===== src/rtl/branch_resolve_unit_if.sv =====
// Bundle between the EX stage and the branch resolve unit.
// The pipeline is the master. It drives the operands and the branch
// request, and it receives the redirect, the flush and the statistics.
interface branch_resolve_unit_if #(
    parameter int DataWidth  = 16,
    parameter int PCWidth    = 16,
    parameter int OffsetBits = 6,
    parameter int CountWidth = 16
);
    logic                  br_valid;
    logic [2:0]            br_mode;
    logic [DataWidth-1:0]  op_a;
    logic [DataWidth-1:0]  op_b;
    logic [PCWidth-1:0]    pc_ex;
    logic [OffsetBits-1:0] offset;
    logic                  stall;
    logic                  clear_stats;

    logic                  redirect;
    logic [PCWidth-1:0]    redirect_pc;
    logic                  flush;
    logic                  busy;
    logic [CountWidth-1:0] branch_count;
    logic [CountWidth-1:0] taken_count;

    modport master (
        output br_valid, br_mode, op_a, op_b, pc_ex, offset, stall, clear_stats,
        input  redirect, redirect_pc, flush, busy, branch_count, taken_count
    );

    modport slave (
        input  br_valid, br_mode, op_a, op_b, pc_ex, offset, stall, clear_stats,
        output redirect, redirect_pc, flush, busy, branch_count, taken_count
    );
endinterface


===== src/rtl/branch_resolve_unit.sv =====
// EX-stage branch resolution. The unit evaluates six compare modes and JMP,
// and it forms the word-addressed target pc+1+offset. On a taken branch it
// pulses a registered redirect and holds flush for FlushDepth non-stalled
// cycles. It also keeps saturating counts of accepted and taken branches.
// The design assumes PCWidth > OffsetBits.
module branch_resolve_unit #(
    parameter int DataWidth  = 16,
    parameter int PCWidth    = 16,
    parameter int OffsetBits = 6,
    parameter int FlushDepth = 2,
    parameter int CountWidth = 16
) (
    input  logic                   CLK,
    input  logic                   RST,
    branch_resolve_unit_if.slave   brif
);
    localparam int CntW = (FlushDepth < 2) ? 1 : $clog2(FlushDepth + 1);

    localparam logic [2:0] M_BEQ  = 3'b000;
    localparam logic [2:0] M_BNE  = 3'b001;
    localparam logic [2:0] M_BLT  = 3'b010;
    localparam logic [2:0] M_BGE  = 3'b011;
    localparam logic [2:0] M_BLTU = 3'b100;
    localparam logic [2:0] M_BGEU = 3'b101;
    localparam logic [2:0] M_JMP  = 3'b110;

    typedef enum logic {IDLE, FLUSH} state_e;

    state_e                state_q, state_d;
    logic [CntW-1:0]       cnt_q, cnt_d;
    logic                  redirect_q, redirect_d;
    logic [PCWidth-1:0]    rpc_q, rpc_d;
    logic                  flush_q, flush_d;
    logic [CountWidth-1:0] bcnt_q, bcnt_d;
    logic [CountWidth-1:0] tcnt_q, tcnt_d;

    logic                  accept;
    logic                  cond;
    logic [PCWidth-1:0]    off_sx;
    logic [PCWidth-1:0]    target;

    // Branches that arrive during a stall or a flush belong to squashed
    // instructions, so the unit drops them.
    assign accept = brif.br_valid && !brif.stall && (state_q == IDLE);

    // Branch condition. The reserved mode 111 is never taken.
    always_comb begin
        cond = 1'b0;
        case (brif.br_mode)
            M_BEQ:   cond = (brif.op_a == brif.op_b);
            M_BNE:   cond = (brif.op_a != brif.op_b);
            M_BLT:   cond = ($signed(brif.op_a) <  $signed(brif.op_b));
            M_BGE:   cond = ($signed(brif.op_a) >= $signed(brif.op_b));
            M_BLTU:  cond = (brif.op_a <  brif.op_b);
            M_BGEU:  cond = (brif.op_a >= brif.op_b);
            M_JMP:   cond = 1'b1;
            default: cond = 1'b0;
        endcase
    end

    // The target wraps silently at 2^PCWidth.
    assign off_sx = {{(PCWidth - OffsetBits){brif.offset[OffsetBits-1]}}, brif.offset};
    assign target = brif.pc_ex + PCWidth'(1) + off_sx;

    // Next-state and output logic. redirect defaults to 0, so it is high for
    // one cycle only, even if a stall arrives in that cycle.
    always_comb begin
        state_d    = state_q;
        cnt_d      = cnt_q;
        redirect_d = 1'b0;
        rpc_d      = rpc_q;
        flush_d    = flush_q;
        case (state_q)
            IDLE: begin
                if (accept && cond) begin
                    state_d    = FLUSH;
                    cnt_d      = CntW'(FlushDepth);
                    redirect_d = 1'b1;
                    rpc_d      = target;
                    flush_d    = 1'b1;
                end
            end
            FLUSH: begin
                if (!brif.stall) begin
                    if (cnt_q == CntW'(1)) begin
                        state_d = IDLE;
                        cnt_d   = '0;
                        flush_d = 1'b0;
                    end else begin
                        cnt_d = cnt_q - CntW'(1);
                    end
                end
            end
            default: begin
                state_d = IDLE;
                cnt_d   = '0;
                flush_d = 1'b0;
            end
        endcase
    end

    // Statistics. A clear wins over a simultaneous increment, and both
    // counters stop at all-ones.
    always_comb begin
        bcnt_d = bcnt_q;
        tcnt_d = tcnt_q;
        if (brif.clear_stats) begin
            bcnt_d = '0;
            tcnt_d = '0;
        end else if (accept) begin
            if (bcnt_q != {CountWidth{1'b1}}) bcnt_d = bcnt_q + CountWidth'(1);
            if (cond && (tcnt_q != {CountWidth{1'b1}})) tcnt_d = tcnt_q + CountWidth'(1);
        end
    end

    // State and output registers. Reset is asynchronous and clears everything.
    always_ff @(posedge CLK or negedge RST) begin
        if (!RST) begin
            state_q    <= IDLE;
            cnt_q      <= '0;
            redirect_q <= 1'b0;
            rpc_q      <= '0;
            flush_q    <= 1'b0;
            bcnt_q     <= '0;
            tcnt_q     <= '0;
        end else begin
            state_q    <= state_d;
            cnt_q      <= cnt_d;
            redirect_q <= redirect_d;
            rpc_q      <= rpc_d;
            flush_q    <= flush_d;
            bcnt_q     <= bcnt_d;
            tcnt_q     <= tcnt_d;
        end
    end

    // busy and flush cover the same window. Both come from one register.
    assign brif.redirect     = redirect_q;
    assign brif.redirect_pc  = rpc_q;
    assign brif.flush        = flush_q;
    assign brif.busy         = flush_q;
    assign brif.branch_count = bcnt_q;
    assign brif.taken_count  = tcnt_q;
endmodule


===== src/flat_wrapper.sv =====
// flat-port wrapper written by rule: the top's interface ports become plain ports
module branch_resolve_unit_flat 
#(
    parameter int DataWidth  = 16,
    parameter int PCWidth    = 16,
    parameter int OffsetBits = 6,
    parameter int FlushDepth = 2,
    parameter int CountWidth = 16
)
  (CLK, RST, brif_br_valid, brif_br_mode, brif_op_a, brif_op_b, brif_pc_ex, brif_offset, brif_stall, brif_clear_stats, brif_redirect, brif_redirect_pc, brif_flush, brif_busy, brif_branch_count, brif_taken_count);
  branch_resolve_unit_if #(.DataWidth(DataWidth), .PCWidth(PCWidth), .OffsetBits(OffsetBits), .CountWidth(CountWidth)) brif_i ();
  input  logic CLK;
  input  logic RST;
  input wire logic [$bits(brif_i.br_valid)-1:0] brif_br_valid;
  input wire logic [$bits(brif_i.br_mode)-1:0] brif_br_mode;
  input wire logic [$bits(brif_i.op_a)-1:0] brif_op_a;
  input wire logic [$bits(brif_i.op_b)-1:0] brif_op_b;
  input wire logic [$bits(brif_i.pc_ex)-1:0] brif_pc_ex;
  input wire logic [$bits(brif_i.offset)-1:0] brif_offset;
  input wire logic [$bits(brif_i.stall)-1:0] brif_stall;
  input wire logic [$bits(brif_i.clear_stats)-1:0] brif_clear_stats;
  output wire logic [$bits(brif_i.redirect)-1:0] brif_redirect;
  output wire logic [$bits(brif_i.redirect_pc)-1:0] brif_redirect_pc;
  output wire logic [$bits(brif_i.flush)-1:0] brif_flush;
  output wire logic [$bits(brif_i.busy)-1:0] brif_busy;
  output wire logic [$bits(brif_i.branch_count)-1:0] brif_branch_count;
  output wire logic [$bits(brif_i.taken_count)-1:0] brif_taken_count;
  assign brif_i.br_valid = brif_br_valid;
  assign brif_i.br_mode = brif_br_mode;
  assign brif_i.op_a = brif_op_a;
  assign brif_i.op_b = brif_op_b;
  assign brif_i.pc_ex = brif_pc_ex;
  assign brif_i.offset = brif_offset;
  assign brif_i.stall = brif_stall;
  assign brif_i.clear_stats = brif_clear_stats;
  assign brif_redirect = brif_i.redirect;
  assign brif_redirect_pc = brif_i.redirect_pc;
  assign brif_flush = brif_i.flush;
  assign brif_busy = brif_i.busy;
  assign brif_branch_count = brif_i.branch_count;
  assign brif_taken_count = brif_i.taken_count;
  branch_resolve_unit #(.DataWidth(DataWidth), .PCWidth(PCWidth), .OffsetBits(OffsetBits), .FlushDepth(FlushDepth), .CountWidth(CountWidth)) u_core (.CLK(CLK), .RST(RST), .brif(brif_i));
endmodule

===== config.mk =====
export PLATFORM = sky130hd
export DESIGN_NAME = branch_resolve_unit_flat
export DESIGN_NICKNAME = d
export VERILOG_FILES = /design/src/rtl/branch_resolve_unit_if.sv /design/src/rtl/branch_resolve_unit.sv /design/src/flat_wrapper.sv
export SDC_FILE = /design/constraint.sdc
export NUM_CORES = 1
export LEC_CHECK = 0
export CORE_UTILIZATION = 48
export DETAILED_ROUTE_END_ITERATION = 8
export GPL_TIMING_DRIVEN = 0
export PLACE_DENSITY = 0.78
export SLEW_MARGIN = 20
export SYNTH_ARGS = -nofsm -noshare
export SYNTH_HDL_FRONTEND = slang
export SYNTH_SLANG_ARGS = --single-unit

===== constraint.sdc =====
create_clock -name CLK -period 2.9 [get_ports CLK]
set_clock_uncertainty 0.05 [all_clocks]
set_input_delay 0.435 -clock CLK [delete_from_list [all_inputs] [get_ports CLK]]
set_output_delay 0.435 -clock CLK [all_outputs]
set_load 0.1 [all_outputs]

# Word level (Yosys, flattened, before mapping)

Index checks and enable logic that the tools add are counted.

Bits in registers: 53
Bits of input ports: 62

Magnitude comparators: 4
Equality and inequality tests: 14
Bitwise logic cells: 1
Reductions and logical operators: 14
$add $sub $neg: 5
Multiplexer cells: 20

Operators by type and width:

| kind                                                                | number |
|---|---|
| 16-bit two-way mux                                                  | 6 |
| 16-bit by 1-bit adder with 16-bit output (second input constant)    | 3 |
| 16-bit >= comparator                                                | 2 |
| 16-bit < comparator                                                 | 2 |
| 16-bit != test (second input constant)                              | 2 |
| 16-bit adder                                                        | 1 |
| 16-bit == test                                                      | 1 |
| 16-bit != test                                                      | 1 |
| 3-bit == test (second input constant)                               | 3 |
| 2-bit AND reduction                                                 | 4 |
| 1-bit two-way mux                                                   | 7 |
| 1-bit one-hot mux with 7 select lines                               | 1 |
| 3-bit by 2-bit == test with 1-bit output (second input constant)    | 2 |
| 2-bit two-way mux                                                   | 3 |
| 2-bit != test (second input constant)                               | 3 |
| 2-bit nonzero test                                                  | 3 |
| 1-bit logical AND                                                   | 4 |
| 1-bit one-hot mux with 2 select lines                               | 2 |
| 2-bit one-hot mux with 2 select lines                               | 1 |
| 3-bit by 1-bit == test with 1-bit output (second input constant)    | 1 |
| 3-bit zero test                                                     | 1 |
| 3-bit AND reduction                                                 | 1 |
| 2-bit by 1-bit == test with 1-bit output (second input constant)    | 1 |
| 2-bit by 1-bit subtractor with 2-bit output (second input constant) | 1 |
| other kinds (2)                                                     | 2 |

# Logic depth before layout (Yosys ltp)

Gate-level depths: netlist (run 1).

Depth in word-level cells: 6
Gate-level depth with buffers: 13

# Least setup slack after synthesis (run 1)

OpenSTA, ideal clock, no wires.

Path kind: in2reg
Start: input brif_op_b[13]
End: register u_core.tcnt_q[10], in the netlist u_core.brif.taken_count[10]
Setup time: 0.128 ns
Data required time: 2.722 ns
Data arrival time: 3.040 ns
Cell stages on the path: 12
Setup slack: -0.317 ns
Path buffers: 1
Path through: inv_1 > ha_1 > a211oi_2 > o21ai_1 > a221o_1 > or4b_1 > a21oi_1 > o31a_2 > nor2_2 > buf_6 > nor4_1 > mux2_1

Cells in the longest elaborated chain, start to end: 5

Ends and longest elaborated chain:

| element                                            | RTL line                   | source |
|---|---|---|
| from (decl)                                        | flat_wrapper.sv:17         | `input wire logic [$bits(brif_i.op_b)-1:0] brif_op_b;` |
| 16-bit >= comparator, or another cell as far along | branch_resolve_unit.sv:55  | `M_BGEU: cond = (brif.op_a >= brif.op_b);` |
| 1-bit one-hot mux with 7 select lines *            | branch_resolve_unit.sv:49  | `case (brif.br_mode)` |
| 1-bit logical AND *                                | branch_resolve_unit.sv:112 | `if (cond && (tcnt_q != {CountWidth{1'b1}})) tcnt_d = tcnt_q + CountWidth'(1);` |
| 2-bit nonzero test (no source line) *              | -                          |  |
| 2-bit AND reduction (no source line) *             | -                          |  |
| to (signal assigned)                               | branch_resolve_unit.sv:133 | `tcnt_q <= tcnt_d;` |
| to (decl)                                          | branch_resolve_unit.sv:35  | `logic [CountWidth-1:0] tcnt_q, tcnt_d;` |

Every way passes the cells marked *; elsewhere a longest branch is shown, timed or not.
A chain may end at the register's enable or synchronous reset.

# Worst setup path after layout (run 1)

Start: input brif_op_b[13]
End: register u_core.tcnt_q[14], in the netlist u_core.brif.taken_count[14]

Same word-level chain as after synthesis.

==> flow_summary.toml, run 1 <==
[logic_synthesis]
ys_ff_latch = 53
yosysSeqAreaShare = 0.358
synth_fa_ha_area_frac = 0.120
syn_inst = 431
syn_nets = 528
syn_area_um2 = 3700
ys_types = 54
postSynthAreaPerCell_um2 = 8.59
yosys.area_share.simple = 0.233
synth_xor_xnor_area_share = 0.0568
muxShareOfSynthArea = 0.0210
synth_top_family_by_area = "simple AND/OR/NAND/NOR gates"
synth_edf_count = 0
ys_warn_count = 0
async_flop_share = 1.00
synth_flop_cell = "dfrtp_1"
synth-compound-area-share = 0.160

[sta]
finalMaxSlewViolations = 0
fin_crit_ns = 3.06
hold_viol_final = 0
maxSlewHeadroom = 0.326
finalCritPeriodShare = 1.05
fmax_mhz = 327
worst_hold_slack_ns = 0.0721
rsz0062_at_grt = "true"
finalSetupTns_ns = -1.36
setup_violations = 16
fin_ws_ns = -0.157
tightest_slew_ns = 1.01

[cts]
clock_latency_ns = 0.32
clk_pin_slew_ns = 0.10
clock_tree.root_cell = "clkbuf_8"
clockBufferDepth = 2
cts_hold_buf = 0
clock_sink_count = 53
numCtsBuffers = 5
htree_levels = 2
cts_tree = "done"

[grt]
grt_max_degree = 54
grt_pass1_vias = 3745
antenna_found_initial = 0
grt.overflow.total = 0
grtUsageTotal = 0.262
grt_pass1_wl_mm = 17.2

[floorplanning]
die_x_um = 89.8
fp.coreArea_um2 = 7370
initial_utilization = 0.502
num_rows = 31
die_h_um = 89.8
die_area_um2 = 8070
ioPinCount = 113

[detailed_routing]
drc = 0
vias_per_cell = 5.68
via_count = 3879
wl_mm = 11.2
firstDrtPassIters = 5
wl_per_cell_um = 16.4
first_iter_violations = 273
detail-route-antenna-nets = 0

[pwr]
power_switching_share = 0.500
leakagePower_nw = 2.45
comb_power_share = 0.564
power_density_nw_per_um2 = 600
intPower_mw = 1.73
switchingPower_mw = 1.73
ir_worst_vdd_v = 0.000671
p_seq_frac = 0.283
clockPowerShare = 0.153

[finish]
final_common_cell = "clkdlybuf4s50_1"
drive_above_1_share = 0.253
area_delta_synth_final_pct = 56.0
n_antenna_cell = 0
multi_input_area_um2 = 2640
nNetsFinal = 680
stdcell_area_um2 = 5770
layout_common_cells = "clkdlybuf4s50_1 (75), dfrtp_1 (48), nor2_1 (40)"
nFillCells = 496
regArea_um2 = 1330
final_util = 0.784

[setup_path]
critical_path_class = "in2reg"
required_ns = 3.09
worstSetupStartpointType = "primary input"
crit_fanout = 5
cpMaxStageDelayCell = "or4b_4"
arrival_ns = 3.25
end_kind = "flip-flop"
worstPathCellList = "buf_6 -> inv_4 -> ha_4 -> a211oi_4 -> buf_4 -> o211ai_1 -> a21oi_2 -> or4b_4 -> a31oi_1 -> o31a_2 -> nor2_4 -> buf_6 -> or4_4 -> a21oi_2"
slowest_delay_ns = 0.48

[placed_design]
gp_congestion = 0.827
io_buffers = 111
hpwl_mm = 7.03
place_area_um2 = 5040
place_ws_ns = -0.852

[outcome]
violations = "negative setup slack"
status = "finished, violations left"

[run]
cap_violations = 0

[min_path]
hp-class = "in2async"
==> sequential cells by signal, indices dropped and copies added, names as in the netlist <==
signal                    flops
u_core.state_q                1
u_core.brif.busy              1
u_core.brif.redirect          1
u_core.brif.redirect_pc      16
u_core.cnt_q                  2
u_core.brif.taken_count      16
u_core.brif.branch_count     16
==> power by group through the flow <==
stage	clock, mW	sequential (mW)	combinational, mW
6_report	0.529	0.982	1.96
5_1_grt	0.568	1.00	2.05
2_1_floorplan	0	1.89	0.439
4_1_cts	0.527	0.981	1.88
3_3_place_gp	0	0.991	1.79
3_5_place_dp	0	0.989	1.82
==> critical path: cells and delay by family <==
family,cells,cell delay (ns)
buffers and inverters,4,0.45
AO/OA/AOI/OAI,6,1.14
adder cells (fa/ha/maj),1,0.20
AND/OR/NAND/NOR,3,1.02
==> final cells by class <==
type                            instances  share of cell area
Buffer                                 12              0.0150
Clock buffer                            7              0.0150
Clock inverter                          1             0.00520
Inverter                               35              0.0236
Multi-Input combinational cell        331               0.457
Sequential cell                        53               0.231
Tap cell                               99              0.0215
Timing Repair Buffer                  145               0.233
==> synthesized netlist by cell type, types with 9 or more instances <==
cell / instances / area share
a21oi_1: 31 / 0.042
dfrtp_1: 53 / 0.36
ha_1: 34 / 0.11
inv_1: 34 / 0.034
nand2_1: 36 / 0.036
nand3_1: 15 / 0.020
nor2_1: 43 / 0.044
nor2b_1: 10 / 0.017
nor3_1: 9 / 0.012
o21ai_0: 16 / 0.022
o21ai_1: 15 / 0.020
o31ai_1: 10 / 0.020
xnor2_1: 16 / 0.038
==> worst paths after layout <==
path	slack [ns]	from	cells past startpoint	to
setup / recovery	-0.16	brif_op_b[13]	14	u_core.brif.taken_count[14]
hold / removal	0.07	RST	1	u_core.brif.branch_count[3]
setup reg to reg	0.33	u_core.brif.branch_count[5]	9	u_core.brif.branch_count[7]
hold reg to reg	0.44	u_core.brif.redirect_pc[15]	2	u_core.brif.redirect_pc[15]
max in group asynchronous	2.24	RST	1	u_core.brif.branch_count[5]
min in group CLK	0.44	u_core.brif.redirect_pc[15]	2	u_core.brif.redirect_pc[15]
==> repair_timing <==
action                     CTS  global route
pin swaps                   35            41
gates resized for setup     92            58
setup endpoints to repair   38            36
setup buffers               21            12
cloned                       1             0
==> kinds of logic (layout without fill, tap and decap cells) <==
group                    after synthesis  in the layout
adder cells (fa/ha/maj)               35             35
AND/OR/NAND/NOR                      167            167
buffers and inverters                 47            200
AO/OA/AOI/OAI                         98             98
XOR/XNOR                              24             24
multiplexers                           7              7
flip-flops                            53             53
==> per-layer routing <==
| metal | share of wire | vias up | track usage | wire (µm) |
|---|---|---|---|---|
| li1 | - | 1832 | - | - |
| met1 | 0.40 | 1826 | 0.310 | 4470 |
| met2 | 0.51 | 175 | 0.473 | 5660 |
| met3 | 0.055 | 46 | 0.0474 | 612 |
| met4 | 0.039 | 0 | 0.0888 | 438 |
| met5 | 0 | - | 0 | 0 |
==> per-stage QoR <==
stage / instances / total power, mW
after floorplan: 431 / 2.32
after global placement: 641 / 2.78
after detailed placement: 641 / 2.81
after CTS: 671 / 3.39
after global routing: 683 / 3.62
final: 683 / 3.47
Power figures use the tool's default switching activity.
==> run 2: changes to the inputs <==
- SLEW_MARGIN: 20 -> not set
==> flow_summary.toml, run 2 (synthesis gave the netlist of run 1 again) <==
[grt]
antenna_found_initial = 0
grtUsageTotal = 0.255
grt_pass1_wl_mm = 16.9
grt_max_degree = 33
grt.overflow.total = 0
grt_pass1_vias = 3737

[pwr]
p_seq_frac = 0.286
intPower_mw = 1.70
comb_power_share = 0.571
power_mw = 3.43
power_density_nw_per_um2 = 595
switchingPower_mw = 1.73
leakagePower_nw = 2.45
clockPowerShare = 0.143
power_switching_share = 0.504
ir_worst_vdd_v = 0.000734

[setup_path]
end_kind = "flip-flop"
required_ns = 3.04
worstSetupStartpointType = "primary input"
critical_path_class = "in2reg"
arrival_ns = 3.14
slowest_delay_ns = 0.36
worstPathCellList = "dlygate4sd2_1 -> inv_2 -> ha_4 -> nand2_4 -> buf_4 -> nor4_4 -> a21boi_4 -> or4b_4 -> a21oi_2 -> o31a_2 -> nor2_4 -> buf_4 -> inv_4 -> and3_4 -> mux2_1"
cpMaxStageDelayCell = "o31a_2"
crit_family = "simple AND/OR/NAND/NOR gates"
critPathBufInv = 5
crit_top_cell = "buf_4"
crit_fanout = 4

[min_path]
hp-class = "in2async"

[finish]
area_delta_synth_final_pct = 56.0
drive_above_1_share = 0.263
layout_common_cells = "clkdlybuf4s50_1 (75), dfrtp_1 (48), nor2_1 (39)"
nFillCells = 498
nNetsFinal = 676
n_antenna_cell = 0
final_common_cell = "clkdlybuf4s50_1"

[detailed_routing]
firstDrtPassIters = 5
wl_per_cell_um = 16.7
first_iter_violations = 269
detail-route-antenna-nets = 0
vias_per_cell = 5.73
via_count = 3886
drc = 0
wl_mm = 11.3

[sta]
hold_viol_final = 0
worst_hold_slack_ns = 0.0358
finalSetupTns_ns = -0.652
fin_ws_ns = -0.0980
setup_violations = 13
finalMaxSlewViolations = 0
rsz0062_at_grt = "true"
fmax_mhz = 334
tightest_slew_ns = 1.02
finalCritPeriodShare = 1.03
maxSlewHeadroom = 0.320
fin_crit_ns = 3.00

[outcome]
status = "finished, violations left"
violations = "negative setup slack"

[placed_design]
io_buffers = 111
gp_congestion = 0.827
hpwl_mm = 7.14

[cts]
numCtsBuffers = 5
cts_hold_buf = 0
clk_pin_slew_ns = 0.09
clock_tree.root_cell = "clkbuf_8"
htree_levels = 2
clockBufferDepth = 2
cts_tree = "done"
clock_latency_ns = 0.31
clock_sink_count = 53

[run]
cap_violations = 0

[floorplanning]
num_rows = 31
die_x_um = 89.8
ioPinCount = 113
initial_utilization = 0.502
die_area_um2 = 8070
die_h_um = 89.8
fp.coreArea_um2 = 7370
[run 2: metrics by stage]
stage | cells | instance area, µm² | util | setup WS (ns)
after floorplan | 431 | 3800 | - | -0.0641
after global placement | 641 | 5040 | 0.684 | -0.862
after detailed placement | 642 | 5050 | 0.686 | -0.854
after CTS | 662 | 5430 | 0.737 | -0.119
after global routing | 678 | 5780 | 0.784 | -0.174
final | 678 | 5780 | 0.784 | -0.0980
[run 2: cell type report]
class / instances / area (µm²) / share of cell area
clock inverter: 2 / 35.0 / 0.00607
multi-input combinational: 331 / 2670 / 0.462
buffer: 12 / 93.8 / 0.0162
timing repair buffer: 141 / 1320 / 0.228
clock buffer: 5 / 68.8 / 0.0119
tap: 99 / 124 / 0.0214
inverter: 35 / 136 / 0.0236
sequential: 53 / 1330 / 0.231
[run 2: power groups by stage]
stage               sequential [mW]  clock (mW)  combinational [mW]
floorplan                      1.89           0               0.439
global placement              0.991           0                1.79
detailed placement            0.987           0                1.82
CTS                           0.980       0.494                1.87
global route                   1.00       0.520                2.05
finish                        0.983       0.490                1.96
[run 2: worst paths after layout]
| path | startpoint | end | slack (ns) | depth (start not counted) |
|---|---|---|---|---|
| max | brif_op_b[11] | u_core.brif.taken_count[4] | -0.1 | 15 |
| min | RST | u_core.brif.branch_count[15] | 0.04 | 1 |
| max reg2reg | u_core.brif.branch_count[5] | u_core.brif.branch_count[7] | 0.17 | 8 |
| min reg2reg | u_core.brif.redirect_pc[15] | u_core.brif.redirect_pc[15] | 0.44 | 2 |
| max in group asynchronous | RST | u_core.brif.redirect_pc[9] | 2.22 | 2 |
| min in group CLK | u_core.brif.redirect_pc[15] | u_core.brif.redirect_pc[15] | 0.44 | 2 |
[run 2: what timing repair did]
| item | in CTS | in global routing |
|---|---|---|
| gates resized for setup | 91 | 82 |
| setup endpoints to repair | 37 | 35 |
| setup buffers | 12 | 16 |
| cloned | 1 | 0 |
| pin swaps | 32 | 44 |
[run 2: metal layers]
| layer | wire (µm) | up-vias | global-route usage |
|---|---|---|---|
| met1 | 4550 | 1880 | 0.305 |
| met4 | 323 | 0 | 0.0765 |
| met5 | 0 | - | 0 |
| met3 | 536 | 31 | 0.0389 |
| met2 | 5930 | 153 | 0.471 |
| li1 | - | 1822 | - |
